[src/rtl/uart_rx_if.sv]
// Byte handshake between uart_rx (master) and its consumer (slave).
// A byte moves on every rising clk edge where rx_valid && rx_ready; rx_data is held stable while rx_valid=1.
interface uart_rx_if;
  logic [7:0] rx_data;
  logic       rx_valid;
  logic       rx_ready;

  modport master (output rx_data, output rx_valid, input rx_ready);
  modport slave  (input rx_data, input rx_valid, output rx_ready);
endinterface

[src/rtl/uart_rx.sv]
// 8N1 UART receiver with a one-entry holding register, framing and overrun reporting.
// Optional macro UART_RX_PARITY_EN switches to 8E1 and adds the parity_err output.
module uart_rx #(
  parameter int CLK_FREQ = 100_000_000,
  parameter int BAUD     = 115_200,
  localparam int CLKS_PER_BIT = CLK_FREQ / BAUD,
  localparam int CW           = $clog2(CLKS_PER_BIT)
) (
  input  logic       clk,
  input  logic       rst_n,
  input  logic       rx,
  uart_rx_if.master  bus,
  output logic       frame_err,
  output logic       overrun,
`ifdef UART_RX_PARITY_EN
  output logic       parity_err,
`endif
  output logic       busy,
  output logic [2:0] fsm_state
);

  typedef enum logic [2:0] {
    IDLE      = 3'd0,
    START     = 3'd1,
    DATA      = 3'd2,
    STOP      = 3'd3,
    WAIT_IDLE = 3'd4
`ifdef UART_RX_PARITY_EN
    ,
    PARITY    = 3'd5
`endif
  } state_t;

  localparam logic [CW-1:0] FULL_LOAD = CW'(CLKS_PER_BIT - 1);
  localparam logic [CW-1:0] HALF_LOAD = CW'(CLKS_PER_BIT / 2 - 1);

  state_t        state, state_next;
  logic          rx_q1, rx_s;
  logic [CW-1:0] cnt;
  logic [2:0]    idx;
  logic [7:0]    shift;
  logic          deliver;
  logic          cnt_zero;
  logic          load_half, load_full, sample_data, stop_ok, stop_ferr;
`ifdef UART_RX_PARITY_EN
  logic          par_bit;
  logic          sample_par, stop_perr;
`endif

  assign cnt_zero  = (cnt == '0);
  assign busy      = (state != IDLE);
  assign fsm_state = state;

  // Synchronizer resets high so a reset release never looks like a start edge on its own.
  always_ff @(posedge clk or negedge rst_n) begin
    if (!rst_n) begin
      rx_q1 <= 1'b1;
      rx_s  <= 1'b1;
    end else begin
      rx_q1 <= rx;
      rx_s  <= rx_q1;
    end
  end

  always_ff @(posedge clk or negedge rst_n) begin
    if (!rst_n) state <= IDLE;
    else        state <= state_next;
  end

  always_comb begin
    state_next  = state;
    load_half   = 1'b0;
    load_full   = 1'b0;
    sample_data = 1'b0;
    stop_ok     = 1'b0;
    stop_ferr   = 1'b0;
`ifdef UART_RX_PARITY_EN
    sample_par  = 1'b0;
    stop_perr   = 1'b0;
`endif
    case (state)
      IDLE: begin
        if (!rx_s) begin
          load_half  = 1'b1;
          state_next = START;
        end
      end
      START: begin
        if (cnt_zero) begin
          if (rx_s) begin
            state_next = IDLE;
          end else begin
            load_full  = 1'b1;
            state_next = DATA;
          end
        end
      end
      DATA: begin
        if (cnt_zero) begin
          sample_data = 1'b1;
          load_full   = 1'b1;
          if (idx == 3'd7) begin
`ifdef UART_RX_PARITY_EN
            state_next = PARITY;
`else
            state_next = STOP;
`endif
          end
        end
      end
`ifdef UART_RX_PARITY_EN
      PARITY: begin
        if (cnt_zero) begin
          sample_par = 1'b1;
          load_full  = 1'b1;
          state_next = STOP;
        end
      end
`endif
      STOP: begin
        // Returning to IDLE at mid-stop lets a back-to-back start edge be caught.
        if (cnt_zero) begin
          if (!rx_s) begin
            stop_ferr  = 1'b1;
            state_next = WAIT_IDLE;
          end else begin
            state_next = IDLE;
`ifdef UART_RX_PARITY_EN
            if (^{shift, par_bit}) stop_perr = 1'b1;
            else                   stop_ok   = 1'b1;
`else
            stop_ok = 1'b1;
`endif
          end
        end
      end
      WAIT_IDLE: begin
        if (rx_s) state_next = IDLE;
      end
      default: state_next = IDLE;
    endcase
  end

  always_ff @(posedge clk or negedge rst_n) begin
    if (!rst_n) begin
      cnt   <= '0;
      idx   <= 3'd0;
      shift <= 8'h00;
    end else begin
      if (load_half)      cnt <= HALF_LOAD;
      else if (load_full) cnt <= FULL_LOAD;
      else if (!cnt_zero) cnt <= cnt - 1'b1;

      if (state == IDLE)    idx <= 3'd0;
      else if (sample_data) idx <= idx + 3'd1;

      if (sample_data) shift[idx] <= rx_s;
    end
  end

`ifdef UART_RX_PARITY_EN
  always_ff @(posedge clk or negedge rst_n) begin
    if (!rst_n) begin
      par_bit    <= 1'b0;
      parity_err <= 1'b0;
    end else begin
      if (sample_par) par_bit <= rx_s;
      parity_err <= stop_perr;
    end
  end
`endif

  // Holding register: a delivery lands one clock after the mid-stop sample.
  always_ff @(posedge clk or negedge rst_n) begin
    if (!rst_n) begin
      deliver      <= 1'b0;
      frame_err    <= 1'b0;
      overrun      <= 1'b0;
      bus.rx_data  <= 8'h00;
      bus.rx_valid <= 1'b0;
    end else begin
      deliver   <= stop_ok;
      frame_err <= stop_ferr;
      overrun   <= deliver && bus.rx_valid && !bus.rx_ready;
      if (deliver && (!bus.rx_valid || bus.rx_ready)) begin
        bus.rx_data  <= shift;
        bus.rx_valid <= 1'b1;
      end else if (bus.rx_valid && bus.rx_ready) begin
        bus.rx_valid <= 1'b0;
      end
    end
  end

endmodule
[src/flat_wrapper.sv]
// flat-port wrapper written by rule: the top's interface ports become plain ports
module uart_rx_flat 
#(
  parameter int CLK_FREQ = 100_000_000,
  parameter int BAUD     = 115_200,
  localparam int CLKS_PER_BIT = CLK_FREQ / BAUD,
  localparam int CW           = $clog2(CLKS_PER_BIT)
)
  (clk, rst_n, rx, frame_err, overrun, busy, fsm_state, bus_rx_data, bus_rx_valid, bus_rx_ready);
  uart_rx_if bus_i ();
  input  logic clk;
  input  logic rst_n;
  input  logic rx;
  output logic frame_err;
  output logic overrun;
  output logic busy;
  output logic [2:0] fsm_state;
  output wire logic [$bits(bus_i.rx_data)-1:0] bus_rx_data;
  output wire logic [$bits(bus_i.rx_valid)-1:0] bus_rx_valid;
  input wire logic [$bits(bus_i.rx_ready)-1:0] bus_rx_ready;
  assign bus_rx_data = bus_i.rx_data;
  assign bus_rx_valid = bus_i.rx_valid;
  assign bus_i.rx_ready = bus_rx_ready;
  uart_rx #(.CLK_FREQ(CLK_FREQ), .BAUD(BAUD)) u_core (.clk(clk), .rst_n(rst_n), .rx(rx), .bus(bus_i), .frame_err(frame_err), .overrun(overrun), .busy(busy), .fsm_state(fsm_state));
endmodule
[config.mk]
export PLATFORM = sky130hd
export DESIGN_NAME = uart_rx_flat
export DESIGN_NICKNAME = d
export VERILOG_FILES = /design/src/rtl/uart_rx_if.sv /design/src/rtl/uart_rx.sv /design/src/flat_wrapper.sv
export SDC_FILE = /design/constraint.sdc
export NUM_CORES = 1
export LEC_CHECK = 0
export ABC_AREA = 1
export CORE_MARGIN = 5
export CORE_UTILIZATION = 40
export CTS_CLUSTER_DIAMETER = 200
export DETAILED_ROUTE_END_ITERATION = 10
export GPL_ROUTABILITY_DRIVEN = 1
export PLACE_DENSITY = 0.61
export RECOVER_POWER = 50
export SLEW_MARGIN = 40
export SYNTH_ARGS = -nofsm -noshare
export SYNTH_HDL_FRONTEND = slang
export SYNTH_SLANG_ARGS = --single-unit
[constraint.sdc]
create_clock -name clk -period 1.59 [get_ports clk]
set_input_delay 0.159 -clock clk [delete_from_list [all_inputs] [get_ports clk]]
set_output_delay 0.159 -clock clk [all_outputs]
set_load 0.02 [all_outputs]
* Yosys cells after proc, flatten, opt, wreduce, memory -nomap -nowiden
Index checks and enable logic that the tools add are counted.
** Word-level totals
- Bits in registers :: 38
- Input port bits :: 4
- Output and inout port bits :: 15
- Logic and storage cells :: 70
** Cells by class
- Add/subtract/negate cells :: 2
- Order comparisons :: 2
- Eq/ne operators :: 12
- Muxes and demuxes :: 29
- Reduce and logical (&&, ||, !) cells :: 14
** Operator list (count)
- 10-bit 2-to-1 mux :: 3
- 3-bit 2-to-1 mux :: 9
- 3-bit one-hot mux with 5 select lines :: 1
- 1-bit 2-to-1 mux :: 12
- 10-bit logical NOT :: 1
- 2-bit by 1-bit != test with 1-bit output, second input constant :: 5
- 10-bit by 1-bit subtractor with 10-bit output, second input constant :: 1
- 8-bit bitwise mux :: 1
- 3-bit by 2-bit == test with 1-bit output, second input constant :: 2
- 3-bit == test, second input constant :: 2
- 6-bit AND reduction :: 1
- 1-bit logical AND :: 5
- 3-bit by 4-bit < comparator with 1-bit output, second input constant :: 1
- 2-bit nonzero test :: 2
- 3-bit by 1-bit adder with 3-bit output, second input constant :: 1
- 1-bit demux with 3-bit select :: 1
- 3-bit by 1-bit == test with 1-bit output, second input constant :: 1
- 3-bit by 1-bit greater-or-equal comparator with 1-bit output, second input constant :: 1
- 3-bit logical NOT :: 1
- 3-bit != test, second input constant :: 1
- 3-bit nonzero test :: 1
- 1-bit logical NOT :: 2
- 2-bit 2-to-1 mux :: 1
- 2-bit != test, second input constant :: 1
- 2 further kinds :: 2

* Depth between registers and ports, before layout
Gate-level depths: netlist (run 1).
- Depth after elaboration :: 5
- Gate-level depth with buffers :: 10

* Worst setup path before layout (run 1)
No wires, ideal clock.
- Path kind :: reg-to-reg
- Start point :: register u_core.cnt[0]
- End point :: register u_core.idx[0]
- Setup time :: 0.118 ns
- Data arrival time :: 1.373 ns
- Required time :: 1.472 ns
- Setup slack :: 0.099 ns
- Cell stages (with the launch flop) :: 10
- Path buffers :: 0
- Clock period less this slack :: 1.491 ns
- Cell sequence :: dfrtp_1 > inv_1 > ha_1 > inv_1 > nor2_4 > nand3_1 > nor2_1 > nand3_1 > nand3_1 > nand2_1
** On the way
- Cells in the longest elaborated chain, start to end :: 4
** RTL lines
- start: declaration :: line uart_rx.sv:39 : logic [CW-1:0] cnt;
- start signal: assignment :: line uart_rx.sv:152 : else if (!cnt_zero) cnt <= cnt - 1'b1;
- 10-bit logical NOT :: line uart_rx.sv:50 : assign cnt_zero = (cnt == '0);
- 1-bit 2-to-1 mux :: line uart_rx.sv:99 : if (cnt_zero) begin
- 1-bit 2-to-1 mux :: line uart_rx.sv:81 : case (state)
- 2-bit nonzero test (no source line)
- end signal: assignment :: line uart_rx.sv:155 : else if (sample_data) idx <= idx + 3'd1;
- end: declaration :: line uart_rx.sv:40 : logic [2:0] idx;
No other way between the ends.
A chain may end at the register's enable or synchronous reset.

* Worst setup path in the final report (run 1)
- Start point :: register u_core.state[2], in the netlist u_core.fsm_state[2]
- End point :: output port fsm_state[2]
** RTL lines
- start: declaration :: line uart_rx.sv:37 : state_t state, state_next;
- start signal: assignment :: line uart_rx.sv:67 : else state <= state_next;
- end: declaration :: line flat_wrapper.sv:17 : output logic [2:0] fsm_state;
No word-level cell between the ends.

==> results.md, run 1 <==
* Outcome: completed
* Met3 WL post-DR at 145 um
* Mapped Cells at 230
* Die Wd at roughly 79 um
* Post-route minimum period at ~1.5 ns
* Warnings, synthesis at 0
* Pre-antenna DRT Iters at 4
* Post-synthesis cell area at between 1500 and 2000 um^2
* Layout Skew at approximately 0.0036 ns
* Gr ovfl total at 0
* Setup violators final at 0
* Pin count of the biggest net entering global routing at 39
* Cell Chain, Critical Path: clkdlybuf4s50_1
* DIE AREA at 6280 um^2
* Antenna diodes at 0
* Fin area at 2360 um^2
* Hold Path Depth at 0
* RePlAce Congestion at 0.845
* Sequential share of the synthesized area at between 40% and 50%
* Distinct cells, synth at 22
* Storage element area at between 900 and 1000 um^2
* Area post-placement at 2240 um^2
* Root Buffer: clkbuf_8
* CP Launch Type: register
* Clock Tree Buf Depth at 2
* Hpwl dp at 2.75 mm
* Vias in the first global route at approximately 1,500
* Total Nets Final at 275
* FF-to-FF setup slack at ~0.11 ns
* Slew @ Worst Pin at approximately 0.94 ns
* Pleak at ~0.0013 uW
* Max-slew headroom at 37.1%
* Wire length after detailed routing at about 3.8 mm
* CP arrival at roughly 1.4 ns
* CP bufs+invs at 1
* Seq cells post-synth at 38
* Ratio of cells with drive above 1 in the final layout at 17.5%
* Final period util at a little over nine tenths
* Ports at 19
* Highest routed metal layer: met4
* Setup TNS Final at 0 ns
* Total stage count of the critical path at 1
* # clock sinks at 38
* First-pass GRT wire length at ~6.8 mm
* Largest delay share family, worst path: buffers and inverters
* Number of vias per cell at between 4 and 5
* Initial Util at roughly two fifths
* RSZ-0062 raised after global routing: true
* Die Y at 79.2 um
* Critical Path Fanout Max at 7
* Metal2 WL at approximately 1.7 mm
* Area of the multi-input gates at approximately 880 um^2
* Metal-1 WL at around 1.9 mm
* Pwr dens at between 600 and 700 nW/um^2
* Initial drt markers at 98
* Core Area at around 4700 um^2
* Post-Syn Nets at about 240
* Final Hold Fails at 0
* Row cnt at 25
* CTS tree: yes
* Fillers at 472
* Slowest cell on crit path: clkdlybuf4s50_1
* VDD IR max at between 0.0004 and 0.0005 V
* Post-synthesis average cell area at around 8.3 um^2
* Worst reg-to-reg path cell count at 8
* Port Buffers at 18
* Kind of critical path: register to primary output
* Hold WS at 0.359 ns
* Fmax at roughly 660 MHz
* Total GRT Usage at roughly 14%
* Initial antenna violation count at 0
* H-Tree Depth at 2
* Worst-path clk slew at approximately 0.07 ns
* CP endpoint kind: primary output
* Delay of the slowest critical-path stage at 0.64 ns
* Via count at 1,536
* HP Class: register to register
* Clk Latency, worst-skew pair at between 0.2 and 0.3 ns
* DRC violations left at 0
* Max cap viols at 0
* ANT nets after route at 0
* Max-slew violations at 0
* Routed wire length per instance at approximately 12 um
* Worst EP required at between 1 and 1.5 ns
* Area Growth Syn to Fin at 23.0%
* CTS buffer count at 5
-- flip-flops by register name, indices dropped and copies added (netlist names) --
signal               cells
u_core.bus.rx_data       8
u_core.bus.rx_valid      1
u_core.cnt              10
u_core.deliver           1
u_core.frame_err         1
u_core.fsm_state         3
u_core.idx               3
u_core.overrun           1
u_core.rx_q1             1
u_core.rx_s              1
u_core.shift             8
-- layout by cell type (no fill, tap or decap), drive strengths merged, types with 4 or more instances in the layout --
master / instances
a21oi: 4
o21ai: 5
ha: 4
inv: 21
nor2: 39
clkbuf: 7
nand3: 29
clkdlybuf4s50: 13
nand2: 74
buf: 13
dfrtp: 36
mux2: 8
-- power by group --
group	switching, uW	total, uW	internal, uW
Sequential	2.25	973	971
Clock	323	627	304
Combinational	27.3	37.6	10.3
Total	353	1640	1280
-- stage by stage --
stage                     power (uW)  util (%)  std cells  setup WS [ns]
after floorplan                 1000         -        230         0.0987
after global placement          1030      47.8        312         0.0796
after detailed placement        1030      47.8        312         0.0350
after CTS                       1670      49.7        321        0.00273
after global routing            1720      50.3        322        -0.0242
final                           1640      50.3        322         0.0673
-- cell type report --
cell class	count	share of cell area, %
Timing Repair Buffer	32	12.6
Clock inverter	2	0.424
Sequential cell	38	40.5
Tap cell	54	2.86
Clock buffer	6	3.08
Inverter	21	3.34
Multi-Input combinational cell	169	37.2
-- synth_stat cells (all sizes together) --
master	instances	area share, %
a21oi	4	1.0
buf	2	1.2
dfrtp	36	47
dfstp	2	2.7
ha	4	2.6
inv	21	4.1
mux2	8	4.7
nand2	74	15
nand3	29	7.6
nand3b	2	0.78
nor2	39	10
nor3	2	0.52
nor4	1	0.33
o21ai	5	1.3
xor2	1	0.46
-- path summary, 6_finish.rpt --
path | startpoint | to
setup / recovery | u_core.fsm_state[2]$_DFFE_PN0P_ | fsm_state[2]
hold / removal | u_core.rx_q1$_DFF_PN1_ | u_core.rx_s$_DFF_PN1_
setup reg to reg | u_core.cnt[3]$_DFFE_PN0P_ | u_core.shift[5]$_DFFE_PN0P_
hold reg to reg | u_core.rx_q1$_DFF_PN1_ | u_core.rx_s$_DFF_PN1_
max in group asynchronous | rst_n | u_core.cnt[3]$_DFFE_PN0P_
min in group asynchronous | rst_n | u_core.cnt[9]$_DFFE_PN0P_
-- cell families (layout without fill, tap and decap cells) --
family / Yosys count / in the layout / synth area share (%)
and+or+nand+nor: 147 / 147 / 34.9
buffers and inverters: 23 / 61 / 5.28
adders and majority gates: 4 / 4 / 2.61
AOI/OAI and AO/OA: 9 / 9 / 2.35
DFF: 38 / 38 / 49.7
xor gates and xnor gates: 1 / 1 / 0.457
muxes: 8 / 8 / 4.70
-- repair_timing --
action,CTS,global route
gates resized for setup,1,7
endpoints found under the setup margin,1,23
endpoints found under the hold margin,36,0
hold buffers,1,0
setup buffers,0,1
pin swaps,0,1
-- layer usage --
| metal | vias up | GRT usage (%) |
|---|---|---|
| met3 | 4 | 2.95 |
| met2 | 24 | 20.3 |
| li1 | 800 | - |
| met5 | - | 0 |
| met1 | 708 | 19.5 |
| met4 | 0 | 5.50 |
Power figures use the tool's default switching activity.
==> inputs of run 2 (changes only) <==
--- a/config.mk
+++ b/config.mk
@@ -11,7 +11,6 @@
 export CTS_CLUSTER_DIAMETER = 200
 export DETAILED_ROUTE_END_ITERATION = 10
 export GPL_ROUTABILITY_DRIVEN = 1
-export PLACE_DENSITY = 0.61
 export RECOVER_POWER = 50
 export SLEW_MARGIN = 40
 export SYNTH_ARGS = -nofsm -noshare
==> run 2 against run 1 <==
  * Total power rose by 3.1%
  * Largest cell class unchanged
  * Critical path depth up 2
  * Non-clock buffer count unchanged
  * Sequential share of layout area increased by 0.17 points
==> results.md, run 2 (synthesized netlist as in run 1, its figures left out) <==
* Outcome: completed
* Setup bufs post-CTS at 0 (unchanged)
* Total GRT Usage at 13.7% (-0.061 points)
* Via count at 1,519 (-1.1%)
* Port Buffers at 18 (unchanged)
* Pre-CTS WS at 0.0984 ns (+0.0634 ns)
* Core Area at 4690 um^2 (unchanged)
* Post-route minimum period at 1.48 ns (-0.0423 ns)
* Vias in the first global route at 1,438 (-2.1%)
* CP Launch Type: register
* Initial drt markers at 71 (-28%)
* VDD IR max at 0.000378 V (-15%)
* CP arrival at 1.32 ns (-0.04 ns)
* Pre-antenna DRT Iters at 4 (unchanged)
* # clock sinks at 38 (unchanged)
* Layout Skew at 0.00870 ns (+0.00507 ns)
* Worst setup margin at 0.110 ns (+0.0423 ns)
* Total Nets Final at 275 (unchanged)
* Area Growth Syn to Fin at 22.8%
* FF-to-FF setup slack at 0.11 ns (about the same)
* Critical Path Fanout Max at 6 (-1)
* Root Buffer: clkbuf_8
* Max cap viols at 0 (unchanged)
* Clock Tree Buf Depth at 2 (unchanged)
* Ports at 19 (unchanged)
* Row cnt at 25 (unchanged)
* Utilization after layout at 50.2% (-0.080 points)
* HP Class: register to register
* Final period util at 93.1% (-2.7 points)
* Antenna diodes at 0 (unchanged)
* Clk Latency, worst-skew pair at 0.28 ns (about the same)
* Gr ovfl total at 0 (unchanged)
* Worst EP required at 1.43 ns (about the same)
* Wire length after detailed routing at 3.68 mm (-2.1%)
* CTS buffer count at 5 (unchanged)
* RSZ-0062 raised after global routing: true
* Slew @ Worst Pin at 0.929 ns (-0.0136 ns)
* CP endpoint kind: primary output
* CTS tree: yes
* Number of vias per cell at 4.72 (-1.1%)
* Initial Util at 40.9% (unchanged)
* Routed wire length per instance at 11.4 um (-2.1%)
* Pwr dens at 717 nW/um^2 (+3.3%)
* Max-slew violations at 0 (unchanged)
* Setup violators final at 0 (unchanged)
* Die Wd at 79.2 um (unchanged)
* Final Hold Fails at 0 (unchanged)
* RePlAce Congestion at 0.799 (-5.4%)
* Worst-path clk slew at 0.07 ns (about the same)
* Commonest non-fill, non-tap cell in the layout: nand2_1
* Non-Filler Instances at 322 (unchanged)
* Most flops, register: u_core.cnt
* H-Tree Depth at 2 (unchanged)
* Pin count of the biggest net entering global routing at 39 (unchanged)
* Pleak at 0.00124 uW (-1.6%)
* Max reg flops at 10 (unchanged)
* First-pass GRT wire length at 6.71 mm (-0.92%)
* Placed instance count at 313 (+0.32%)
* Ratio of cells with drive above 1 in the final layout at 19.8% (+2.2 points)
* Initial antenna violation count at 0 (unchanged)
* Slowest cell on crit path: dfrtp_2
* Die Y at 79.2 um (unchanged)
* DRC violations left at 0 (unchanged)
* Delay of the slowest critical-path stage at 0.47 ns (-0.17 ns)
* ANT nets after route at 0 (unchanged)
* Most frequent cells in the layout: nand2_1, dfrtp_1, nor2_1
* Fmax at 675 MHz (+2.9%)
* Cell Chain, Critical Path: nor2_4 -> nand2_2 -> dlygate4sd2_1
* Regs by FF count: u_core.cnt x10, u_core.bus.rx_data x8, u_core.shift x8
* DIE AREA at 6280 um^2 (unchanged)
* Kind of critical path: register to primary output
* Max-slew headroom at 38.0% (+0.91 points)
* Hpwl dp at 2.70 mm (-1.8%)
==> run 2: cell types whose count changed in the layout (fill, tap and decap cells not counted), sizes merged <==
cell / delta
dlygate4sd2: +3
clkdlybuf4s50: -1
clkinv: -1
clkinvlp: +1
dlymetal6s2s: -2
==> run 2: critical path: cells and delay by family, from the launching register on <==
family	cells	cell delay [ns]
buf+inv	1	0.33
flops	1	0.47
simple gates	2	0.24
==> run 2: power by group <==
part | internal, uW | switching, uW
logic | 10.3 | 26.2
registers | 970 | 2.83
clock network | 348 | 330
==> run 2: area by class of cell <==
cell class / instances / area (um^2)
clock buffers: 6 / 82.6
flip-flops and latches: 38 / 957
well taps: 54 / 67.6
fillers: 456 / 2340
clock inverters: 2 / 12.5
multi-input cells: 169 / 881
repair buffers: 32 / 275
inverters: 21 / 78.8
==> run 2: stage by stage <==
step	hold slack [ns]	area [um^2]	TNS (ns)	power [uW]
after CTS	0.273	2340	0	1720
after detailed placement	0.239	2240	0	1030
after floorplan	-0.137	1920	0	1000
final	0.358	2350	0	1690
after global placement	0.239	2240	0	1030
after global routing	0.370	2350	-0.0209	1780
==> run 2: layer usage <==
metal	up-vias	GRT usage, %	wire length (um)
met1	685	18.1	1830
li1	803	-	-
met3	6	4.42	155
met5	-	0	0
met2	25	20.7	1650
met4	0	5.15	48
==> run 2: final timing paths <==
kind / depth (start not counted) / endpoint / start
hold / removal: 0 / u_core.rx_s$_DFF_PN1_ / u_core.rx_q1$_DFF_PN1_
setup / recovery: 3 / busy / u_core.fsm_state[0]$_DFFE_PN0P_
min in group asynchronous: 3 / u_core.cnt[8]$_DFFE_PN0P_ / rst_n
setup reg to reg: 8 / u_core.cnt[6]$_DFFE_PN0P_ / u_core.fsm_state[0]$_DFFE_PN0P_
hold reg to reg: 0 / u_core.rx_s$_DFF_PN1_ / u_core.rx_q1$_DFF_PN1_
max in group asynchronous: 3 / u_core.fsm_state[0]$_DFFE_PN0P_ / rst_n
==> run 2: what timing repair did <==
| item | 4_1_cts | 5_1_grt |
|---|---|---|
| hold buffers | 1 | 0 |
| resized for setup | 5 | 8 |
| setup endpoints to repair | 4 | 18 |
| hold endpoints to repair | 36 | 0 |
